[config.mk]
export PLATFORM = sky130hd
export DESIGN_NAME = uart_tx_arbiter
export DESIGN_NICKNAME = d
export VERILOG_FILES = /design/src/rtl/uart_tx_arbiter.sv
export SDC_FILE = /design/constraint.sdc
export NUM_CORES = 1
export LEC_CHECK = 0
export CAP_MARGIN = 0
export CORE_ASPECT_RATIO = 0.7
export CORE_MARGIN = 8
export CORE_UTILIZATION = 50
export DETAILED_ROUTE_END_ITERATION = 8
export PLACE_DENSITY = 0.85
export SLEW_MARGIN = 25
export SYNTH_ARGS = -nofsm -noshare
export SYNTH_HDL_FRONTEND = slang
export SYNTH_SLANG_ARGS = --single-unit
[constraint.sdc]
create_clock -name sys_clk -period 3.9 [get_ports sys_clk]
set_input_delay 0.78 -clock sys_clk [delete_from_list [all_inputs] [get_ports sys_clk]]
set_output_delay 0.78 -clock sys_clk [all_outputs]
set_load 0.01 [all_outputs]
[src/rtl/uart_tx_arbiter.sv]
// Round-robin arbiter sharing one UART transmitter among four byte requesters.
// Grants one byte at a time, waits for completion or timeout, then idles one GAP cycle.
module uart_tx_arbiter #(
  parameter int width      = 8,
  parameter int TX_TIMEOUT = 60000
) (
  input  logic               sys_clk,
  input  logic               sys_reset,
  input  logic [3:0]         req_valid,
  input  logic [4*width-1:0] req_data,
  output logic [3:0]         req_ack,
  output logic [3:0]         req_done,
  output logic               uart_tx_en,
  output logic [width-1:0]   uart_tx_data,
  input  logic               uart_tx_done,
  output logic [1:0]         grant_id,
  output logic               busy,
  output logic               timeout_err,
  output logic [1:0]         state_dbg
);

  // Handshake: a requester holds req_valid/req_data stable until its req_ack
  // pulse; dropping req_valid earlier withdraws the request. The transmitter
  // sees a one-cycle uart_tx_en and answers with a one-cycle uart_tx_done.

  typedef enum logic [1:0] {
    IDLE      = 2'd0,
    WAIT_DONE = 2'd1,
    GAP       = 2'd2
  } state_t;

  localparam int CW = (TX_TIMEOUT > 1) ? $clog2(TX_TIMEOUT) : 1;

  state_t          state;
  logic [CW-1:0]   cnt;
  logic [1:0]      last_grant;
  logic [1:0]      winner;
  logic            any_req;

  // Scan from lowest to highest priority so the nearest requester after
  // last_grant overwrites the rest.
  always_comb begin
    logic [1:0] idx;
    winner  = 2'd0;
    any_req = 1'b0;
    idx     = 2'd0;
    for (int k = 4; k >= 1; k--) begin
      idx = last_grant + 2'(k);
      if (req_valid[idx]) begin
        winner  = idx;
        any_req = 1'b1;
      end
    end
  end

  always_ff @(posedge sys_clk or posedge sys_reset) begin
    if (sys_reset) begin
      state        <= IDLE;
      cnt          <= '0;
      last_grant   <= 2'd3;
      req_ack      <= '0;
      req_done     <= '0;
      uart_tx_en   <= 1'b0;
      uart_tx_data <= '0;
      grant_id     <= 2'd0;
      timeout_err  <= 1'b0;
    end else begin
      req_ack    <= '0;
      req_done   <= '0;
      uart_tx_en <= 1'b0;
      case (state)
        IDLE: begin
          if (any_req) begin
            state        <= WAIT_DONE;
            cnt          <= '0;
            grant_id     <= winner;
            uart_tx_data <= req_data[winner*width +: width];
            req_ack      <= 4'b0001 << winner;
            uart_tx_en   <= 1'b1;
          end
        end
        WAIT_DONE: begin
          // Completion takes precedence over a timeout in the same cycle.
          if (uart_tx_done) begin
            req_done   <= 4'b0001 << grant_id;
            last_grant <= grant_id;
            state      <= GAP;
          end else if (cnt == CW'(TX_TIMEOUT - 1)) begin
            timeout_err <= 1'b1;
            last_grant  <= grant_id;
            state       <= GAP;
          end else begin
            cnt <= cnt + 1'b1;
          end
        end
        GAP:     state <= IDLE;
        default: state <= IDLE;
      endcase
    end
  end

  assign busy      = (state != IDLE);
  assign state_dbg = state;

endmodule

==> results of run 1 <==
==> flip-flops by register name, summed over array words and instances (netlist names) <==
register	flops
state_dbg	2
req_done	4
uart_tx_en	1
req_ack	4
cnt	16
timeout_err	1
last_grant	2
grant_id	2
uart_tx_data	8
==> Yosys cell counts (all sizes together), types with 2 or more instances <==
cell type   n
nand4       2
dfrtp      38
o21a        2
a21oi       3
mux2i      18
nor2       17
o31ai       4
inv         8
or2         2
buf         8
xor2        6
and4        4
nor3b      17
and3        5
clkbuf      3
or3         2
nand2b      2
nand2      17
nand3       4
and4bb      2
nor3        2
o2111ai     4
a21o        2
dfstp       2
a31o        2
o21ai       9
o211ai     14
xnor2       2
==> where the power goes <==
part	internal, mW	switching (mW)	total (mW)
Sequential	0.527	0.0749	0.602
Combinational	0.370	0.390	0.760
Clock	0.190	0.142	0.332
Total	1.09	0.607	1.69
==> final timing paths <==
kind	start	endpoint	cells after the start
max	req_valid[3]	uart_tx_data[7]	6
min	timeout_err	timeout_err	1
max reg2reg	state_dbg[1]	uart_tx_data[7]	5
min reg2reg	timeout_err	timeout_err	1
max in group asynchronous	sys_reset	last_grant[0]	3
min in group asynchronous	sys_reset	req_done[2]	3
==> routing by layer <==
| layer | global-route usage, % | part of all wire, % |
|---|---|---|
| met5 | 0 | 0 |
| met4 | 7.241 | 1.9 |
| met3 | 5.532 | 5.6 |
| met2 | 26.59 | 49 |
| met1 | 21.60 | 44 |
==> layout make-up <==
type,count,area share [%]
well taps,55,2.342
flip-flops and latches,40,34.16
clock buffers,6,2.470
clock inverters,2,1.193
multi-input cells,151,37.01
inverters,8,1.022
repair buffers,65,21.81
==> worst max-delay path: stages <==
cell,delay (ns)
sky130_fd_sc_hd__clkdlybuf4s50_1,0.57
sky130_fd_sc_hd__nor2_1,0.11
sky130_fd_sc_hd__a21o_1,0.17
sky130_fd_sc_hd__inv_1,0.34
sky130_fd_sc_hd__o21ai_1,0.40
sky130_fd_sc_hd__o211ai_1,0.29
==> through the flow <==
| stage | hold WS, ns | worst slack, ns | util (%) | total power [mW] | instances |
|---|---|---|---|---|---|
| floorplan | 0.4538 | 1.966 | - | 1.063 | 210 |
| global placement | 0.4495 | 1.251 | 66.14 | 1.347 | 319 |
| detailed placement | 0.4457 | 1.114 | 66.14 | 1.375 | 319 |
| CTS | 0.4621 | 1.440 | 68.66 | 1.716 | 327 |
| global route | 0.5126 | 1.225 | 68.66 | 1.807 | 327 |
| finish | 0.4577 | 1.445 | 68.66 | 1.694 | 327 |
==> kinds of logic after synthesis <==
family                     synth area share (%)
and+or+nand+nor                           22.03
AOI/OAI and AO/OA                         14.88
DFF                                       45.54
buffers and inverters                     5.110
muxes                                     8.688
xor gates and xnor gates                  3.180
adders and majority gates                0.5678
==> metrics.yaml, run 1 <==
most_frequently_used_flop_master_after_synthesis: "sky130_fd_sc_hd__dfrtp_1"
peakVddDrop_mv: 0.4735
final_design_area_no_fill_um2: 2938
post-synth-top-area-fraction_pct: 43.16
setup.worst_path.class: "input port to flop"
grt_overflow_total: 0
setup.worst_path.start_class: "input port"
worst-slew-pin-transition_ns: 0.7856
synth_edf_count: 0
dr_total_vias: 1852
drv_cap: 0
cts-htree-levels: 2
clock_path_buffers: 2
slew_violations: 0
drt_pass1_iterations: 4
worst_ep_arrival_time_ns: 2.67
areaGrowthSynthToFinish_pct: 33.33
fin_setup_tns_ns: 0
antenna-diode-count: 0
outcome: "finished clean"
hold_viol_final: 0
fin_crit_sh_pct: 62.95
clock_sinks: 40
netlist_instances: 210
synth-warning-count: 0
synth_top_area_cell: "sky130_fd_sc_hd__dfrtp_1"
period_needed_ns: 2.455
die_extent_in_y_um: 71.54
ys_seq_area_share_pct: 45.54
starting_utilization_of_the_core_area_pct: 51.49
placement_rows: 20
cts_tree: "yes"
synth_top_cells_by_area: "sky130_fd_sc_hd__dfrtp_1, sky130_fd_sc_hd__mux2i_1, sky130_fd_sc_hd__nor3b_1"
synth_seq_cells: 40
power.density_nw_per_um2: 576.7
syn-num-nets: 250
route.detailed.wl_per_inst_um: 16.52
core-area_um2: 4279
placed_area_um2: 2830
io-pin-count: 62
floorplan.die_area_um2: 6821
clkTransAtPathRegs_ns: 0.08
fmaxAchievable_ghz: 0.4073
post_synth_cell_types: 43
grt_usage_pct: 17.24
antenna_found_initial: 0
drt.antenna.violating_nets: 0
static-leakage-power_nw: 1.273
pin_count_of_the_biggest_net_entering_global_routing: 41
mostFrequentLayoutCell: "sky130_fd_sc_hd__clkdlybuf4s50_1"
worst_setup_path_end_kind: "flop"
fillers: 342
syn-mean-instance-area_um2: 10.49
worstPathMaxFanout: 13
buffer_ports.inserted: 61
post-cts-setup-buffers: 0
hpwl_mm: 4.042
nNetsFinal: 311
maxSlewHeadroom_pct: 47.27
netlist_area_um2: 2203
drive_above_1_share_pct: 9.191
worst-endpoint-required_ns: 4.11
post_cts.resized_instances: 0
grt_pass1_vias: 1841
place.gp.congestion: 0.8007
detail_route.iter0.violations: 51
finalSetupViolations: 0
hold_buffers: 0
finalWirelength_mm: 5.403
proportion_of_synthesized_flip_flops_having_asynchronous_set_or_reset_pct: 100.0
cts_buffers: 5
clock_latency_on_the_worst_skew_pair_ns: 0.30
hp-class: "flop to flop"
leading_cell_types_in_the_layout_fill_and_taps_excluded: "sky130_fd_sc_hd__clkdlybuf4s50_1, sky130_fd_sc_hd__dfrtp_1, sky130_fd_sc_hd__mux2i_1"
first_pass_grt_wire_length_mm: 9.149
skew_ns: 0.006044
detail_route.vias_per_cell: 5.664
drc_errors: 0
regArea_um2: 1003
rsz0062_at_grt: "no"
multi_input_area_um2: 1087
clock_tree_root_buffer_cell: "sky130_fd_sc_hd__clkbuf_8"
dieWidth_um: 95.35
worst-r2r-setup-slack_ns: 1.91
(Power assumes the default switching activity.)
==> run 2, diff against run 1 <==
Settings changed: CORE_UTILIZATION 50 to 43, PLACE_DENSITY 0.85 to 0.78.
Clock period 3.9 ns to 2.15 ns, I/O delays scaled along.
==> run 2 against run 1 <==
Worst setup slack lost 1.2 ns. Final area grew 2.6%. Sequential share of layout area shrank 0.88 points. Clock skew grew 0.0021 ns. Core utilization shrank 6.6 points. Critical path type is now flop to primary output. Critical endpoint is now busy. Largest power group unchanged. Highest routed layer unchanged.
==> metrics.yaml, run 2 (synthesized netlist as in run 1, its figures left out) <==
outcome: "finished clean"
hp-class: "flop to flop"
worst_setup_path_end_kind: "primary output"
worstPathBufferInverterCount: 1  # -1
core-area_um2: 4861  # +14%
drt.antenna.violating_nets: 0  # unchanged
worst-slew-pin-transition_ns: 0.5064  # -0.2793 ns
fmaxAchievable_ghz: 0.5162
clock_tree_root_buffer_cell: "sky130_fd_sc_hd__clkbuf_8"
place.detailed.instances: 340  # +6.6%
cp-endpoint: "busy"
drt_pass1_iterations: 4  # unchanged
mostFrequentLayoutCell: "sky130_fd_sc_hd__clkdlybuf4s50_1"
grt_pass1_vias: 1813  # -1.5%
finalNonFillerCells: 347  # +6.1%
grt_overflow_total: 0  # unchanged
rr_worst_depth: 5  # unchanged
largest_registers: "cnt: 16 flops, uart_tx_data: 8 flops"
fin_crit_sh_pct: 90.11
registers.top_by_ff_count: "cnt"
power.density_nw_per_um2: 1018  # +76%
rsz0062_at_grt: "no"
slowest_stage: "sky130_fd_sc_hd__clkdlybuf4s50_1"
worst_ep_arrival_time_ns: 1.51  # -1.16 ns
dieWidth_um: 101.6  # +6.5%
worstPathMaxFanout: 4  # -9
die_extent_in_y_um: 75.89  # +6.1%
place.gp.congestion: 0.8087  # +1.0%
route.detailed.wl_per_inst_um: 16.21  # -1.9%
drc_errors: 0  # unchanged
startpoint_of_the_most_critical_setup_path: "state_dbg[1]"
slew_violations: 0  # unchanged
starting_utilization_of_the_core_area_pct: 45.33  # -6.2 points
multi_input_area_um2: 1087  # unchanged
setup.worst_path.start_class: "flop"
clkTransAtPathRegs_ns: 0.08  # about the same
post-cts-setup-buffers: 0  # unchanged
worst-r2r-setup-slack_ns: 0.22  # -1.69 ns
clock_path_buffers: 2  # unchanged
areaGrowthSynthToFinish_pct: 36.85
cts_buffers: 5  # unchanged
cpPeakStageDelay_ns: 0.50  # -0.07 ns
drv_cap: 0  # unchanged
first_pass_grt_wire_length_mm: 8.942  # -2.3%
drive_above_1_share_pct: 11.15  # +2.0 points
skew_ns: 0.008125  # +0.002081 ns
leading_cell_types_in_the_layout_fill_and_taps_excluded: "sky130_fd_sc_hd__clkdlybuf4s50_1, sky130_fd_sc_hd__dfrtp_1, sky130_fd_sc_hd__mux2i_1"
buffer_ports.inserted: 61  # unchanged
worst-endpoint-required_ns: 1.72  # -2.39 ns
nNetsFinal: 318  # +2.3%
regArea_um2: 1003  # unchanged
critical_path.reg2reg.startpoint: "cnt[12]"
critical_path_cell_count: 2  # -4
finalSetupViolations: 0  # unchanged
clock_latency_on_the_worst_skew_pair_ns: 0.29  # about the same
cts-htree-levels: 2  # unchanged
static-leakage-power_nw: 1.305  # +2.6%
holdWs_ns: 0.4707  # +0.01299 ns
cpLargestDelayFamily: "buffers and inverters"
detail_route.vias_per_cell: 5.329  # -5.9%
detail_route.iter0.violations: 49  # -3.9%
floorplan.die_area_um2: 7707  # +13%
antenna_found_initial: 0  # unchanged
placement_rows: 21  # +5.0%
fillers: 405  # +18%
fin_setup_tns_ns: 0  # unchanged
setup.worst_path.class: "flop to primary output"
hpwl_mm: 4.213  # +4.2%
finalWirelength_mm: 5.625  # +4.1%
period_needed_ns: 1.937
post_cts.resized_instances: 0  # unchanged
grt_usage_pct: 14.79  # -2.4 points
peakVddDrop_mv: 0.7308  # +54%
r2r_end: "last_grant[1]"
io-pin-count: 62  # unchanged
largest_register_ffs: 16  # unchanged
crit_chain: "or2_1 > clkdlybuf4s50_1"
cts_tree: "yes"
antenna-diode-count: 0  # unchanged
hold_buffers: 0  # unchanged
hold_viol_final: 0  # unchanged
dr_total_vias: 1849  # -0.16%
maxSlewHeadroom_pct: 66.24  # +19 points
pin_count_of_the_biggest_net_entering_global_routing: 41  # unchanged
clock_sinks: 40  # unchanged
run 2: cell count changes in the layout (fill, tap and decap cells not counted), sizes merged:
cell,before,now
bufinv,1,0
buf,4,11
run 2: cell type report:
type                    count  share of cell area, %
clock buffers               6                  2.407
repair buffers             72                  24.23
flip-flops and latches     40                  33.28
inverters                   8                 0.9959
well taps                  69                  2.863
clock inverters             1                 0.1660
multi-input cells         151                  36.06
run 2: power by group:
part / leakage (nW) / total [mW] / internal, mW / switching, mW
Sequential: 0.526 / 1.09 / 0.956 / 0.131
Clock: 0.0410 / 0.473 / 0.221 / 0.252
Combinational: 0.738 / 1.51 / 0.776 / 0.734
run 2: per-stage QoR:
stage / area (um^2) / power [mW] / utilization [%] / worst slack [ns]
2_1_floorplan: 2203 / 1.929 / - / 0.4164
3_3_place_gp: 2938 / 2.591 / 60.44 / 0.03775
3_5_place_dp: 2938 / 2.624 / 60.44 / 0.001244
4_1_cts: 3015 / 3.110 / 62.03 / 0.2090
5_1_grt: 3015 / 3.270 / 62.03 / 0.05761
6_report: 3015 / 3.069 / 62.03 / 0.2127
run 2: worst min path at each step:
stage                start           to  slack [ns]  cells after the start
6_report       timeout_err  timeout_err        0.47                      1
5_1_grt        timeout_err  timeout_err        0.50                      1
4_1_cts        timeout_err  timeout_err        0.47                      1
3_5_place_dp   timeout_err  timeout_err        0.46                      1
3_3_place_gp   timeout_err  timeout_err        0.45                      1
2_1_floorplan       cnt[3]       cnt[3]        0.45                      1
run 2: worst reg2reg max path: stages (launching register included):
cell and delay (ns):
sky130_fd_sc_hd__dfrtp_1 0.43, sky130_fd_sc_hd__and4bb_1 0.31, sky130_fd_sc_hd__nand4_2 0.31, sky130_fd_sc_hd__nor2_1 0.26
sky130_fd_sc_hd__o21a_1 0.20, sky130_fd_sc_hd__mux2_2 0.35
run 2: layer usage:
layer | vias up | global-route usage [%] | routed length (um) | share of wire, %
met4 | 0 | 2.956 | 48 | 0.85
met1 | 905 | 20.41 | 2686 | 48
li1 | 900 | - | - | -
met5 | - | 0 | 0 | 0
met2 | 40 | 22.76 | 2651 | 47
met3 | 4 | 3.832 | 240 | 4.3
==> run 3, diff against run 2 <==
Settings changed: SLEW_MARGIN 25 to 20.
==> results of run 3 <==
No change in the layout: final DEF, timing and power equal those of run 2.
